`src/rtl/range_session_arbiter_if.sv`:
```
`default_nettype none
// +--------------------------------------------------------------------------+
// | range_session_arbiter_if                                                 |
// | Requester, range-finder and result signals of the session arbiter.       |
// | Revision: 1.0                                                            |
// +--------------------------------------------------------------------------+
interface range_session_arbiter_if #(
    parameter int WIDTH = 16,
    parameter int NREQ  = 4,
    parameter int CW    = 8
) ();
    localparam int c_IDW = (NREQ > 1) ? $clog2(NREQ) : 1;

    logic [NREQ-1:0]       req;
    logic [NREQ-1:0]       s_valid;
    logic [NREQ-1:0]       s_last;
    logic [NREQ*WIDTH-1:0] s_data;
    logic [NREQ-1:0]       grant;
    logic                  busy;
    logic                  rf_go;
    logic                  rf_finish;
    logic [WIDTH-1:0]      rf_data;
    logic [WIDTH-1:0]      rf_range;
    logic                  rf_error;
    logic                  res_valid;
    logic [c_IDW-1:0]      res_id;
    logic [WIDTH-1:0]      res_range;
    logic [CW-1:0]         res_count;
    logic                  res_abort;
    logic                  err;

    modport master (
        output req, s_valid, s_last, s_data, rf_range, rf_error,
        input  grant, busy, rf_go, rf_finish, rf_data,
               res_valid, res_id, res_range, res_count, res_abort, err
    );

    modport slave (
        input  req, s_valid, s_last, s_data, rf_range, rf_error,
        output grant, busy, rf_go, rf_finish, rf_data,
               res_valid, res_id, res_range, res_count, res_abort, err
    );
endinterface
`default_nettype wire

```
`src/rtl/range_session_arbiter.sv`:
```
`default_nettype none
// +--------------------------------------------------------------------------+
// | range_session_arbiter                                                    |
// | Round-robin sharing of one range finder between NREQ sample producers.   |
// | Revision: 1.0                                                            |
// +--------------------------------------------------------------------------+
module range_session_arbiter #(
    parameter int WIDTH = 16,
    parameter int NREQ  = 4,
    parameter int CW    = 8
) (
    input  wire logic                   clock,
    input  wire logic                   reset,
    range_session_arbiter_if.slave      bus
);
    localparam int c_IDW = (NREQ > 1) ? $clog2(NREQ) : 1;

    typedef enum logic [2:0] {
        ST_ARB     = 3'd0,
        ST_GRANT   = 3'd1,
        ST_STREAM  = 3'd2,
        ST_FLUSH   = 3'd3,
        ST_CAPTURE = 3'd4
    } state_t;

    state_t           r_state;
    logic [NREQ-1:0]  r_grant;
    logic [c_IDW-1:0] r_ptr;
    logic [WIDTH-1:0] r_held;
    logic [CW-1:0]    r_count;
    logic             r_abort;
    logic             r_res_valid;
    logic [c_IDW-1:0] r_res_id;
    logic [WIDTH-1:0] r_res_range;
    logic [CW-1:0]    r_res_count;
    logic             r_res_abort;
    logic             r_err;

    logic             w_sel_valid;
    logic             w_sel_last;
    logic             w_sel_req;
    logic [WIDTH-1:0] w_sel_data;
    logic [c_IDW-1:0] w_scan;
    logic [c_IDW-1:0] w_next_idx;
    logic             w_found;
    logic [CW-1:0]    w_count_inc;
    logic             w_rf_go;
    logic             w_rf_finish;
    logic [WIDTH-1:0] w_rf_data;

    assign w_sel_valid = |(bus.s_valid & r_grant);
    assign w_sel_last  = |(bus.s_valid & bus.s_last & r_grant);
    assign w_sel_req   = |(bus.req & r_grant);
    assign w_count_inc = (r_count == {CW{1'b1}}) ? r_count : r_count + CW'(1);

    always_comb begin
        w_sel_data = '0;
        for (int i = 0; i < NREQ; i++) begin
            if (r_grant[i]) begin
                w_sel_data = w_sel_data | bus.s_data[i*WIDTH +: WIDTH];
            end
        end
    end

    // Scan ptr+1, ptr+2, ... with wrap so the last winner has lowest priority.
    always_comb begin
        w_scan     = r_ptr;
        w_next_idx = '0;
        w_found    = 1'b0;
        for (int k = 0; k < NREQ; k++) begin
            w_scan = (w_scan == c_IDW'(NREQ - 1)) ? '0 : w_scan + c_IDW'(1);
            if (!w_found && bus.req[w_scan]) begin
                w_found    = 1'b1;
                w_next_idx = w_scan;
            end
        end
    end

    // Idle stream cycles replay the held sample so min/max stay unchanged.
    always_comb begin
        w_rf_go     = 1'b0;
        w_rf_finish = 1'b0;
        w_rf_data   = r_held;
        case (r_state)
            ST_GRANT: begin
                w_rf_go = w_sel_valid;
                if (w_sel_valid) w_rf_data = w_sel_data;
            end
            ST_STREAM: begin
                if (w_sel_valid) w_rf_data = w_sel_data;
                w_rf_finish = (w_sel_valid && w_sel_last) || !w_sel_req;
            end
            ST_FLUSH: w_rf_finish = 1'b1;
            default: ;
        endcase
    end

    always_ff @(posedge clock or posedge reset) begin
        if (reset) begin
            r_state     <= ST_ARB;
            r_grant     <= '0;
            r_ptr       <= c_IDW'(NREQ - 1);
            r_held      <= '0;
            r_count     <= '0;
            r_abort     <= 1'b0;
            r_res_valid <= 1'b0;
            r_res_id    <= '0;
            r_res_range <= '0;
            r_res_count <= '0;
            r_res_abort <= 1'b0;
            r_err       <= 1'b0;
        end else begin
            r_res_valid <= 1'b0;
            if (bus.rf_error) r_err <= 1'b1;
            case (r_state)
                ST_ARB: begin
                    if (w_found) begin
                        r_grant <= {{(NREQ-1){1'b0}}, 1'b1} << w_next_idx;
                        r_ptr   <= w_next_idx;
                        r_state <= ST_GRANT;
                    end
                end
                ST_GRANT: begin
                    if (w_sel_valid) begin
                        r_held  <= w_sel_data;
                        r_count <= CW'(1);
                        r_state <= w_sel_last ? ST_FLUSH : ST_STREAM;
                    end else if (!w_sel_req) begin
                        r_grant <= '0;
                        r_state <= ST_ARB;
                    end
                end
                ST_STREAM: begin
                    if (w_sel_valid) begin
                        r_held  <= w_sel_data;
                        r_count <= w_count_inc;
                    end
                    if (w_sel_valid && w_sel_last) begin
                        r_state <= ST_CAPTURE;
                    end else if (!w_sel_req) begin
                        r_abort <= 1'b1;
                        r_state <= ST_CAPTURE;
                    end
                end
                ST_FLUSH: r_state <= ST_CAPTURE;
                ST_CAPTURE: begin
                    r_res_valid <= 1'b1;
                    r_res_id    <= r_ptr;
                    r_res_range <= bus.rf_range;
                    r_res_count <= r_count;
                    r_res_abort <= r_abort;
                    r_abort     <= 1'b0;
                    r_grant     <= '0;
                    r_state     <= ST_ARB;
                end
                default: r_state <= ST_ARB;
            endcase
        end
    end

    assign bus.grant     = r_grant;
    assign bus.busy      = (r_state != ST_ARB);
    assign bus.rf_go     = w_rf_go;
    assign bus.rf_finish = w_rf_finish;
    assign bus.rf_data   = w_rf_data;
    assign bus.res_valid = r_res_valid;
    assign bus.res_id    = r_res_id;
    assign bus.res_range = r_res_range;
    assign bus.res_count = r_res_count;
    assign bus.res_abort = r_res_abort;
    assign bus.err       = r_err;
endmodule
`default_nettype wire

```
`src/flat_wrapper.sv`:
```
// flat-port wrapper written by rule: the top's interface ports become plain ports
module range_session_arbiter_flat 
#(
    parameter int WIDTH = 16,
    parameter int NREQ  = 4,
    parameter int CW    = 8
)
  (clock, reset, bus_req, bus_s_valid, bus_s_last, bus_s_data, bus_rf_range, bus_rf_error, bus_grant, bus_busy, bus_rf_go, bus_rf_finish, bus_rf_data, bus_res_valid, bus_res_id, bus_res_range, bus_res_count, bus_res_abort, bus_err);
  range_session_arbiter_if #(.WIDTH(WIDTH), .NREQ(NREQ), .CW(CW)) bus_i ();
  input  wire logic clock;
  input  wire logic reset;
  input wire logic [$bits(bus_i.req)-1:0] bus_req;
  input wire logic [$bits(bus_i.s_valid)-1:0] bus_s_valid;
  input wire logic [$bits(bus_i.s_last)-1:0] bus_s_last;
  input wire logic [$bits(bus_i.s_data)-1:0] bus_s_data;
  input wire logic [$bits(bus_i.rf_range)-1:0] bus_rf_range;
  input wire logic [$bits(bus_i.rf_error)-1:0] bus_rf_error;
  output wire logic [$bits(bus_i.grant)-1:0] bus_grant;
  output wire logic [$bits(bus_i.busy)-1:0] bus_busy;
  output wire logic [$bits(bus_i.rf_go)-1:0] bus_rf_go;
  output wire logic [$bits(bus_i.rf_finish)-1:0] bus_rf_finish;
  output wire logic [$bits(bus_i.rf_data)-1:0] bus_rf_data;
  output wire logic [$bits(bus_i.res_valid)-1:0] bus_res_valid;
  output wire logic [$bits(bus_i.res_id)-1:0] bus_res_id;
  output wire logic [$bits(bus_i.res_range)-1:0] bus_res_range;
  output wire logic [$bits(bus_i.res_count)-1:0] bus_res_count;
  output wire logic [$bits(bus_i.res_abort)-1:0] bus_res_abort;
  output wire logic [$bits(bus_i.err)-1:0] bus_err;
  assign bus_i.req = bus_req;
  assign bus_i.s_valid = bus_s_valid;
  assign bus_i.s_last = bus_s_last;
  assign bus_i.s_data = bus_s_data;
  assign bus_i.rf_range = bus_rf_range;
  assign bus_i.rf_error = bus_rf_error;
  assign bus_grant = bus_i.grant;
  assign bus_busy = bus_i.busy;
  assign bus_rf_go = bus_i.rf_go;
  assign bus_rf_finish = bus_i.rf_finish;
  assign bus_rf_data = bus_i.rf_data;
  assign bus_res_valid = bus_i.res_valid;
  assign bus_res_id = bus_i.res_id;
  assign bus_res_range = bus_i.res_range;
  assign bus_res_count = bus_i.res_count;
  assign bus_res_abort = bus_i.res_abort;
  assign bus_err = bus_i.err;
  range_session_arbiter #(.WIDTH(WIDTH), .NREQ(NREQ), .CW(CW)) u_core (.clock(clock), .reset(reset), .bus(bus_i));
endmodule
```
`config.mk`:
```
export PLATFORM = sky130hd
export DESIGN_NAME = range_session_arbiter_flat
export DESIGN_NICKNAME = d
export VERILOG_FILES = /design/src/rtl/range_session_arbiter_if.sv /design/src/rtl/range_session_arbiter.sv /design/src/flat_wrapper.sv
export SDC_FILE = /design/constraint.sdc
export NUM_CORES = 1
export LEC_CHECK = 0
export ABC_CLOCK_PERIOD_IN_PS = 5000
export CAP_MARGIN = 25
export CORE_MARGIN = 5
export CORE_UTILIZATION = 41
export CTS_CLUSTER_DIAMETER = 30
export DETAILED_ROUTE_END_ITERATION = 16
export PLACE_DENSITY = 0.81
export REMOVE_ABC_BUFFERS = 1
export SLEW_MARGIN = 5
export SYNTH_ARGS = -nofsm -noshare
export SYNTH_HDL_FRONTEND = slang
export SYNTH_SLANG_ARGS = --single-unit
```
`constraint.sdc`:
```
create_clock -name clock -period 5 [get_ports clock]
set_input_delay 0.75 -clock clock [delete_from_list [all_inputs] [get_ports clock]]
set_output_delay 0.75 -clock clock [all_outputs]
set_load 0.02 [all_outputs]
```
### Word level (Yosys, flattened, before mapping)

Index checks and enable logic that the tools add are counted.

* output and inout bits: 52
* input port bits: 95
* logic and storage cells: 118
* register bits after elaboration: 63

* eq/ne operators: 19
* bitwise gates (word level): 7
* reduce and logical (&&, ||, !) cells: 23
* shift-type cells: 1
* mux-type cells: 47
* $lt $le $gt $ge: 4
* add/subtract/negate cells: 5

Operator list (count)
* $mux 16: 6
* $or 16x16->16: 3
* $mux 8: 3
* $and 4x4->4: 4
* $mux 2: 8
* $pmux 8 s2: 1
* $mux 3: 5
* $mux 1: 13
* $lt 2x3->1 const B: 4
* $mux 4: 3
* $pmux 3 s4: 1
* $pmux 4 s3: 1
* $reduce_or 4->1: 3
* $ne 2x2->1 const B: 5
* $add 2x1->2 const B: 4
* $add 8x1->8 const B: 1
* $bmux 1 s2: 4
* $eq 2x2->1 const B: 4
* $eq 8x8->1 const B: 1
* $reduce_and 4->1: 2
* $eq 3x2->1 const B: 2
* $ne 2x1->1 const B: 3
* $reduce_and 3->1: 2
* $reduce_bool 3->1: 2
* other kinds (13): 21

### Longest topological paths before layout

Gate-level depths: netlist (run 1).

* word-level depth: 17
* mapped depth: 6
* mapped depth without buffers: 5

### Least setup slack after synthesis (run 1)

No wires, ideal clock.

* path kind: input-to-output
* start: input port bus_s_valid[0]
* end: output port bus_rf_data[10]
* setup slack: 2.418 ns
* stages: 4
* buffers on the path: 1
* data arrival time: 1.832 ns
* required time: 4.250 ns
* path through: a22o_1 -> o211a_1 -> clkbuf_1 -> a31oi_1

* word-level cells in the longest chain between the ends: 4

Ends and longest elaborated chain
* start: declaration: line flat_wrapper.sv:13 `input wire logic [$bits(bus_i.s_valid)-1:0] bus_s_valid;`
* $and 4x4->4: line range_session_arbiter.sv:51 `assign w_sel_valid = |(bus.s_valid & r_grant);`
* $reduce_or 4->1: line range_session_arbiter.sv:51
* $mux 16 (2 in a row)
* end: declaration: line flat_wrapper.sv:22 `output wire logic [$bits(bus_i.rf_data)-1:0] bus_rf_data;`

No other way between the ends.

### Worst setup path in the final report (run 1)

* start: input port bus_s_valid[0]
* end: output port bus_rf_data[0]

The elaborated chain is that of the path after synthesis.

==> reports/metrics.csv, run 1 <==
metric,value,unit
layout cells sized above 1,15.6,%
dpl hpwl,7.14,mm
final hold violations,0,
unrepaired setup endpoints after global routing,no,
CTS tree,built,
antenna violations before repair,0,
setup TNS,0,ps
hold endpoint,u_core.bus.err,
Post-synth EDFFs,0,
final setup violating endpoints,0,
Worst Tran Pin Value,893,ps
crit path capture type,primary output,
Antenna Violating Nets Remaining,0,
Crit Path Max Fanout,32,
Clock Pin Slew Worst Setup and Hold Paths,80,ps
PwrDens,613,nW/µm²
"Slowest-stage cell, CP",o211a_1,
main flop type after synthesis,dfrtp_1,
Clock Sinks,63,
Worst Slack Setup Final,923,ps
syn_area_per_cell,11.5,µm²
dpl ws,962,ps
Worst VDD drop,407,µV
cts repair resizes,0,
FF-to-FF Start,u_core.bus.grant[0],
First DRT Iteration DRCs,125,
Crit path max-delay family,compound AO/OA/AOI/OAI gates,
total track usage,20.7,%
Buf/Inv on CP,2,
Synth Register Bits,63,
ranking of synthesized cells by area,"dfrtp_1 50%, mux2_2 9.9%, a22oi_1 8.8%",
Avg WL per Cell,18.5,µm
CP most frequent cell,clkdlybuf4s50_1,
n_diodes,0,
Post-CTS Setup Repair Bufs,0,
min-delay src,u_core.bus.err,
worst min-delay path class,flop to flop,
Post-Synthesis Cells,266,
Synth top area share,49.8,%
worst clock skew,12.7,ps
Routability Congestion,0.816,
top post-synthesis cells by count,"61 x dfrtp_1, 36 x a22oi_1, 27 x mux2_2, 18 x nor2_1, 16 x a31oi_1",
Synth Warn #,0,
pins over their slew limit,0,
via density per instance,5.47,
Vias,2820,
area grow syn2layout,56.4,%
CP arrival,3330,ps
largest net degree at the start of global routing,64,
Slew headroom,40.5,%
htree depth,3,
Worst path max stage delay,760,ps
number of global-route vias before repair,2857,
Startpoint Class,input pin,
Clock Tree Buf Depth,2,
I/O pin cnt,147,
asr flop ratio synth,100,%
hold path depth,1,
Layout Nets,509,
Placed Area,4600,µm²
Num CTS Buffers,9,
hold buffer count at cts,0,
"wirelength, routed",9.54,mm
"setup slack, reg-to-reg",2900,ps
Port Buffers,146,
full die area,9310,µm²
post-route clock period utilization,81.5,%
CP Data Required Time,4250,ps
Post-Syn Area,3070,µm²
Yosys cell types,48,
die span in x,96.5,µm
global-route wire length before repair,14.6,mm
Leak Pwr,0.00192,µW
outcome,"complete, no violations",
number of cells on the worst reg-to-reg path,4,
most frequent cell after synthesis,dfrtp_1,
post-layout min period,4080,ps
starting density of the core,42.3,%
Residual DRC,0,
Setup CP Type,input pin to primary output,
root buffer cell,clkbuf_8,
f_max,245,MHz
Detailed Routing Iterations Pass 1,4,
Die Ht,96.5,µm
post-synth top area cell,dfrtp_1,
Worst R2R End,u_core.r_held[0],
global route overflow,0,
hold slack,492,ps
num rows,31,
clk_lat worst skew,340,ps
Core Area,7250,µm²
register area share after synthesis,51.5,%
critical-path cell list,clkdlybuf4s50_1 -> a22o_1 -> o211a_1 -> nor2_1 -> a31oi_1 -> clkdlybuf4s50_1,
post-route cell area,4800,µm²
max-cap violation count,0,
-- cell families (layout without fill, tap and decap cells) --
logic type,after synthesis,in the layout,synth area share [%]
XOR/XNOR,1,1,0.530
buffers and inverters,22,173,3.71
multiplexers,30,30,10.9
flip-flops,63,63,51.5
AO/OA/AOI/OAI,91,91,21.7
AND/OR/NAND/NOR,57,57,10.9
adder cells (fa/ha/maj),2,2,0.816
-- metrics by stage --
step                      utilization [%]  power [µW]  cells
final                                66.2        2940    516
after floorplan                         -        1760    249
after detailed placement             63.5        2530    500
after CTS                            66.2        2970    516
after global routing                 66.2        3120    516
after global placement               63.5        2480    500
-- registers in the layout, summed over array words and instances, names as in the netlist --
signal	flops
u_core.r_count	8
u_core.r_abort	1
u_core.bus.res_valid	1
u_core.r_state	3
u_core.bus.res_count	8
u_core.bus.grant	4
u_core.bus.res_abort	1
u_core.bus.err	1
u_core.bus.res_id	2
u_core.r_held	16
u_core.r_ptr	2
u_core.bus.res_range	16
-- worst max path at each step --
stage | from | endpoint | slack, ps | depth (start not counted)
CTS | bus_s_valid[0] | bus_rf_data[0] | 950 | 6
global placement | bus_s_valid[0] | bus_rf_data[0] | 980 | 6
finish | bus_s_valid[0] | bus_rf_data[0] | 920 | 6
floorplan | u_core.bus.grant[0] | bus_rf_data[0] | 2170 | 4
detailed placement | bus_s_valid[0] | bus_rf_data[0] | 960 | 6
global route | bus_s_valid[0] | bus_rf_data[0] | 780 | 6
-- cell type report --
cell class,instances,area [µm²]
multi-input cells,181,1380
clock buffers,9,124
inverters,5,18.8
clock inverters,7,72.6
fillers,563,2450
repair buffers,152,1510
flip-flops and latches,63,1580
well taps,99,124
-- power breakdown --
part	total (µW)	internal [µW]	switching (µW)
clock network	437	231	207
registers	848	725	123
logic	1660	784	875
total	2940	1740	1200
-- metal layers --
layer / up-vias / global-route usage [%] / routed length (µm) / share of wire, %
li1: 1326 / - / - / -
met1: 1347 / 23.5 / 3680 / 39
met2: 122 / 36.3 / 4790 / 50
met3: 25 / 5.73 / 791 / 8.3
met4: 0 / 8.53 / 279 / 2.9
met5: - / 0 / 0 / 0
-- cells in the final DEF (no fill, tap or decap), drive strengths merged, types with 3 or more instances in the layout --
master         count
inv                6
dfrtp             61
a31oi             16
nor2              18
a21oi              4
nand2b             4
o211a              3
clkinv             3
buf                6
nand2              7
clkbuf             9
or4                4
o41ai              3
clkdlybuf4s50    146
mux2i              3
o21ai              7
mux2              27
nand3              9
a22o               4
nor3               4
a22oi             36
Power figures use the tool's default switching activity.
==> run 2, diff against run 1 <==
Settings changed: ABC_CLOCK_PERIOD_IN_PS 5000 to 3500, CORE_UTILIZATION 41 to 37, PLACE_DENSITY 0.81 to 0.77.
Clock period 5 ns to 3.5 ns, I/O delays scaled along.
==> run 2 against run 1 <==
Net effect:
- via count did not move
- non-clock buffer count rose by 1
- power rose by 43%
- critical path depth rose by 1
- largest power group unchanged
- wire length fell by 4.2%
- worst setup slack got worse by 520 ps
- hold slack got worse by 11 ps
- die area rose by 9.7%
- combinational power rose by 42%
- clock skew fell by 4.0 ps
==> reports/metrics.csv, run 2 (synthesized netlist as in run 1, its figures left out) <==
metric,value,unit
layout cells sized above 1,15.8,%
Avg WL per Cell,17.5,µm
full die area,10200,µm²
Routability Congestion,0.842,
Clock Tree Buf Depth,2,
n_diodes,0,
"wirelength, routed",9.15,mm
htree depth,3,
most frequent cells in the layout,"146 x clkdlybuf4s50_1, 61 x dfrtp_1, 36 x a22oi_1",
cts repair resizes,0,
Die Ht,101,µm
Slew headroom,46.1,%
Layout Nets,510,
worst min-delay path class,flop to flop,
global-route wire length before repair,14.4,mm
area of the multi-input gates,1380,µm²
Placed Cells,507,
num rows,33,
PwrDens,870,nW/µm²
"Slowest-stage cell, CP",clkdlybuf4s50_1,
Worst Slack Setup Final,403,ps
critical-path cell list,clkdlybuf4s50_1 -> a22o_1 -> o211a_1 -> buf_12 -> nor2_1 -> a31oi_1 -> clkdlybuf4s50_1,
CP arrival,2570,ps
via density per instance,5.39,
"most common cell after layout, fill and taps aside",clkdlybuf4s50_1,
Worst VDD drop,457,µV
global route overflow,0,
root buffer cell,clkbuf_8,
Clock Pin Slew Worst Setup and Hold Paths,80,ps
Detailed Routing Iterations Pass 1,6,
antenna violations before repair,0,
Antenna Violating Nets Remaining,0,
fillers,682,
largest net degree at the start of global routing,64,
CP Data Required Time,2970,ps
pins over their slew limit,0,
Placed Area,4630,µm²
post-layout min period,3100,ps
fin util,59.3,%
Num CTS Buffers,9,
post-route clock period utilization,88.5,%
Setup CP Type,input pin to primary output,
Port Buffers,146,
dpl hpwl,6.80,mm
CP most frequent cell,clkdlybuf4s50_1,
total track usage,18.0,%
Vias,2820,
f_max,323,MHz
unrepaired setup endpoints after global routing,no,
final setup violating endpoints,0,
Non-Filler Instances,523,
Core Area,8130,µm²
I/O pin cnt,147,
dpl ws,420,ps
Worst path max stage delay,660,ps
Residual DRC,0,
Clock Sinks,63,
area grow syn2layout,57.3,%
number of global-route vias before repair,2804,
outcome,"complete, no violations",
Leak Pwr,0.00193,µW
Startpoint Class,input pin,
Post-CTS Setup Repair Bufs,0,
post-route cell area,4830,µm²
Seq. cell area,1580,µm²
hold buffer count at cts,0,
Worst Tran Pin Value,808,ps
starting density of the core,37.7,%
setup TNS,0,ps
Crit Path Max Fanout,32,
crit path capture type,primary output,
die span in x,101,µm
First DRT Iteration DRCs,84,
max-cap violation count,0,
clk_lat worst skew,330,ps
final hold violations,0,
CTS tree,built,
worst clock skew,8.70,ps
## run 2: critical path: cells and delay by family
family	cells	cell delay, ps
compound gates	3	620
simple gates	1	50
buf+inv	3	1370
## run 2: metrics by stage
stage                     power (µW)  hold slack [ps]
after floorplan                 2520              465
after global placement          3550              451
after detailed placement        3610              463
after CTS                       4250              483
after global routing            4480              507
final                           4200              481
## run 2: final timing paths
kind / cells after the start / slack, ps / endpoint / from
worst max-delay path: 7 / 400 / bus_rf_data[1] / bus_s_valid[1]
worst min-delay path: 1 / 480 / u_core.bus.err / u_core.bus.err
worst max register to register: 5 / 1530 / u_core.bus.grant[1] / u_core.r_ptr[0]
worst min register to register: 1 / 480 / u_core.bus.err / u_core.bus.err
max in group asynchronous: 3 / 2230 / u_core.bus.res_id[0] / reset
min in group asynchronous: 3 / 740 / u_core.bus.res_range[2] / reset
## run 2: metal layers
layer	up-vias	track usage, %	part of all wire [%]
met4	0	6.95	2.0
met5	-	0	0
li1	1323	-	-
met2	101	31.5	52
met3	18	4.64	7.6
met1	1378	21.0	38
## run 2: layout make-up
cell class | instances | share of cell area, %
clock inverter | 7 | 1.48
tap | 105 | 2.72
inverter | 5 | 0.389
multi-input combinational | 181 | 28.5
clock buffer | 9 | 2.57
timing repair buffer | 153 | 31.6
sequential | 63 | 32.7
## run 2: power by group
part	leakage (µW)	internal, µW	switching (µW)
Clock	0.0000916	328	297
Sequential	0.000779	1040	180
Combinational	0.00106	1140	1210
Total	0.00193	2510	1690
==> run 3, diff against run 2 <==
Settings changed: CORE_MARGIN 5 to 3.
==> run 3 against run 2 <==
Net effect:
- non-clock buffer count is the same
- count of clock-buffer cells in the layout is the same
- utilization grew 2.1 points
- die area shrank 7.8%
- power grew 2.2%
- sequential share of layout area shrank 0.15 points
- fmax shrank 2.5%
- cell count shrank 0.57%
- hold slack is essentially flat
- critical endpoint is now bus_rf_data[10]
- largest power group unchanged
==> reports/metrics.csv, run 3 (synthesized netlist as in run 1, its figures left out) <==
metric,value,unit
Slew headroom,46.7,%
Seq. cell area,1580,µm²
"wirelength, routed",9.33,mm
Clock Sinks,63,
unrepaired setup endpoints after global routing,no,
outcome,"complete, no violations",
final hold violations,0,
CP Data Required Time,2970,ps
Port Buffers,146,
hold buffer count at cts,0,
worst clock skew,5.91,ps
FF-to-FF Start,u_core.r_ptr[0],
Residual DRC,0,
CP arrival,2650,ps
num rows,32,
hold slack,482,ps
worst min-delay path class,flop to flop,
hold endpoint,u_core.bus.err,
Worst Tran Pin Value,800,ps
Clock Pin Slew Worst Setup and Hold Paths,70,ps
full die area,9420,µm²
most frequent cells in the layout,"146 x clkdlybuf4s50_1, 61 x dfrtp_1, 36 x a22oi_1",
Startpoint Class,input pin,
number of cells on the worst reg-to-reg path,5,
Crit Path Max Fanout,32,
cts repair resizes,0,
Power Total,4290,µW
global route overflow,0,
Logic pwr share,55.4,%
pins over their slew limit,0,
antenna violations before repair,0,
"most common cell after layout, fill and taps aside",clkdlybuf4s50_1,
crit path capture type,primary output,
Core Area,7890,µm²
largest net degree at the start of global routing,64,
starting density of the core,38.9,%
Sw Ratio,39.8,%
min-delay src,u_core.bus.err,
Vias,2805,
fillers,677,
Psw,1710,µW
Worst R2R End,u_core.bus.grant[1],
Detailed Routing Iterations Pass 1,4,
die span in x,97.1,µm
Layout Nets,510,
setup TNS,0,ps
global-route wire length before repair,15.3,mm
post-route clock period utilization,90.8,%
Setup CP Type,input pin to primary output,
post-layout min period,3180,ps
CTS tree,built,
root buffer cell,clkbuf_8,
Antenna Violating Nets Remaining,0,
Avg WL per Cell,17.9,µm
PwrDens,884,nW/µm²
area of the multi-input gates,1380,µm²
I/O pin cnt,147,
htree depth,3,
Int Pwr,2580,µW
via density per instance,5.39,
Die Ht,97.1,µm
Leak Pwr,0.00194,µW
"setup slack, reg-to-reg",1550,ps
Routability Congestion,0.911,
number of global-route vias before repair,2863,
hold path depth,1,
Sequential Power Share,28.5,%
final setup violating endpoints,0,
Post-CTS Setup Repair Bufs,0,
max-cap violation count,0,
Clock Tree Buf Depth,2,
f_max,315,MHz
Num CTS Buffers,9,
First DRT Iteration DRCs,86,
n_diodes,0,
Worst VDD drop,403,µV
total track usage,20.0,%
clk_lat worst skew,330,ps
layout cells sized above 1,15.8,%
share of total power in the clock network,16.1,%
area grow syn2layout,58.0,%
dpl hpwl,6.89,mm
fin util,61.5,%
[run 3: power by group through the flow]
stage | registers, µW | logic (µW) | clock network, µW
finish | 1220 | 2370 | 691
global route | 1270 | 2550 | 739
global placement | 1220 | 2350 | 0
floorplan | 1420 | 1100 | 0
CTS | 1220 | 2390 | 706
detailed placement | 1240 | 2380 | 0
[run 3: critical path: stages]
cell and delay, ps:
clkdlybuf4s50_1 510, a22o_1 190, o211a_1 210, buf_12 190
nor2_1 60, a31oi_1 280, clkdlybuf4s50_1 690
[run 3: final cells by class]
cell class                 count  area share (%)
clock inverter                 7            2.01
tap                          102            2.63
timing repair buffer         153            31.5
sequential                    63            32.6
inverter                       5           0.387
clock buffer                   9            2.55
multi-input combinational    181            28.4
[run 3: worst max path at each step]
stage                            endpoint           startpoint  depth (start not counted)  slack, ps
after CTS                 bus_rf_data[10]       bus_s_valid[0]                          7        300
after global placement    bus_rf_data[10]       bus_s_valid[0]                          7        340
final                     bus_rf_data[10]       bus_s_valid[0]                          7        320
after floorplan            bus_rf_data[0]  u_core.bus.grant[0]                          4        890
after global routing      bus_rf_data[10]       bus_s_valid[0]                          7        190
after detailed placement  bus_rf_data[10]       bus_s_valid[0]                          7        310
[run 3: stage by stage]
stage          cell area (µm²)  setup WS, ps  instances
2_1_floorplan             2970           895        249
3_3_place_gp              4630           335        504
3_5_place_dp              4630           306        504
4_1_cts                   4850           299        520
5_1_grt                   4850           189        520
6_report                  4850           323        520
[run 3: layer usage]
layer	GRT usage, %	vias up	share of wire, %
met5	0	-	0
met1	25.0	1356	42
met3	6.03	11	6.3
li1	-	1329	-
met2	34.2	109	51
met4	4.21	0	1.4
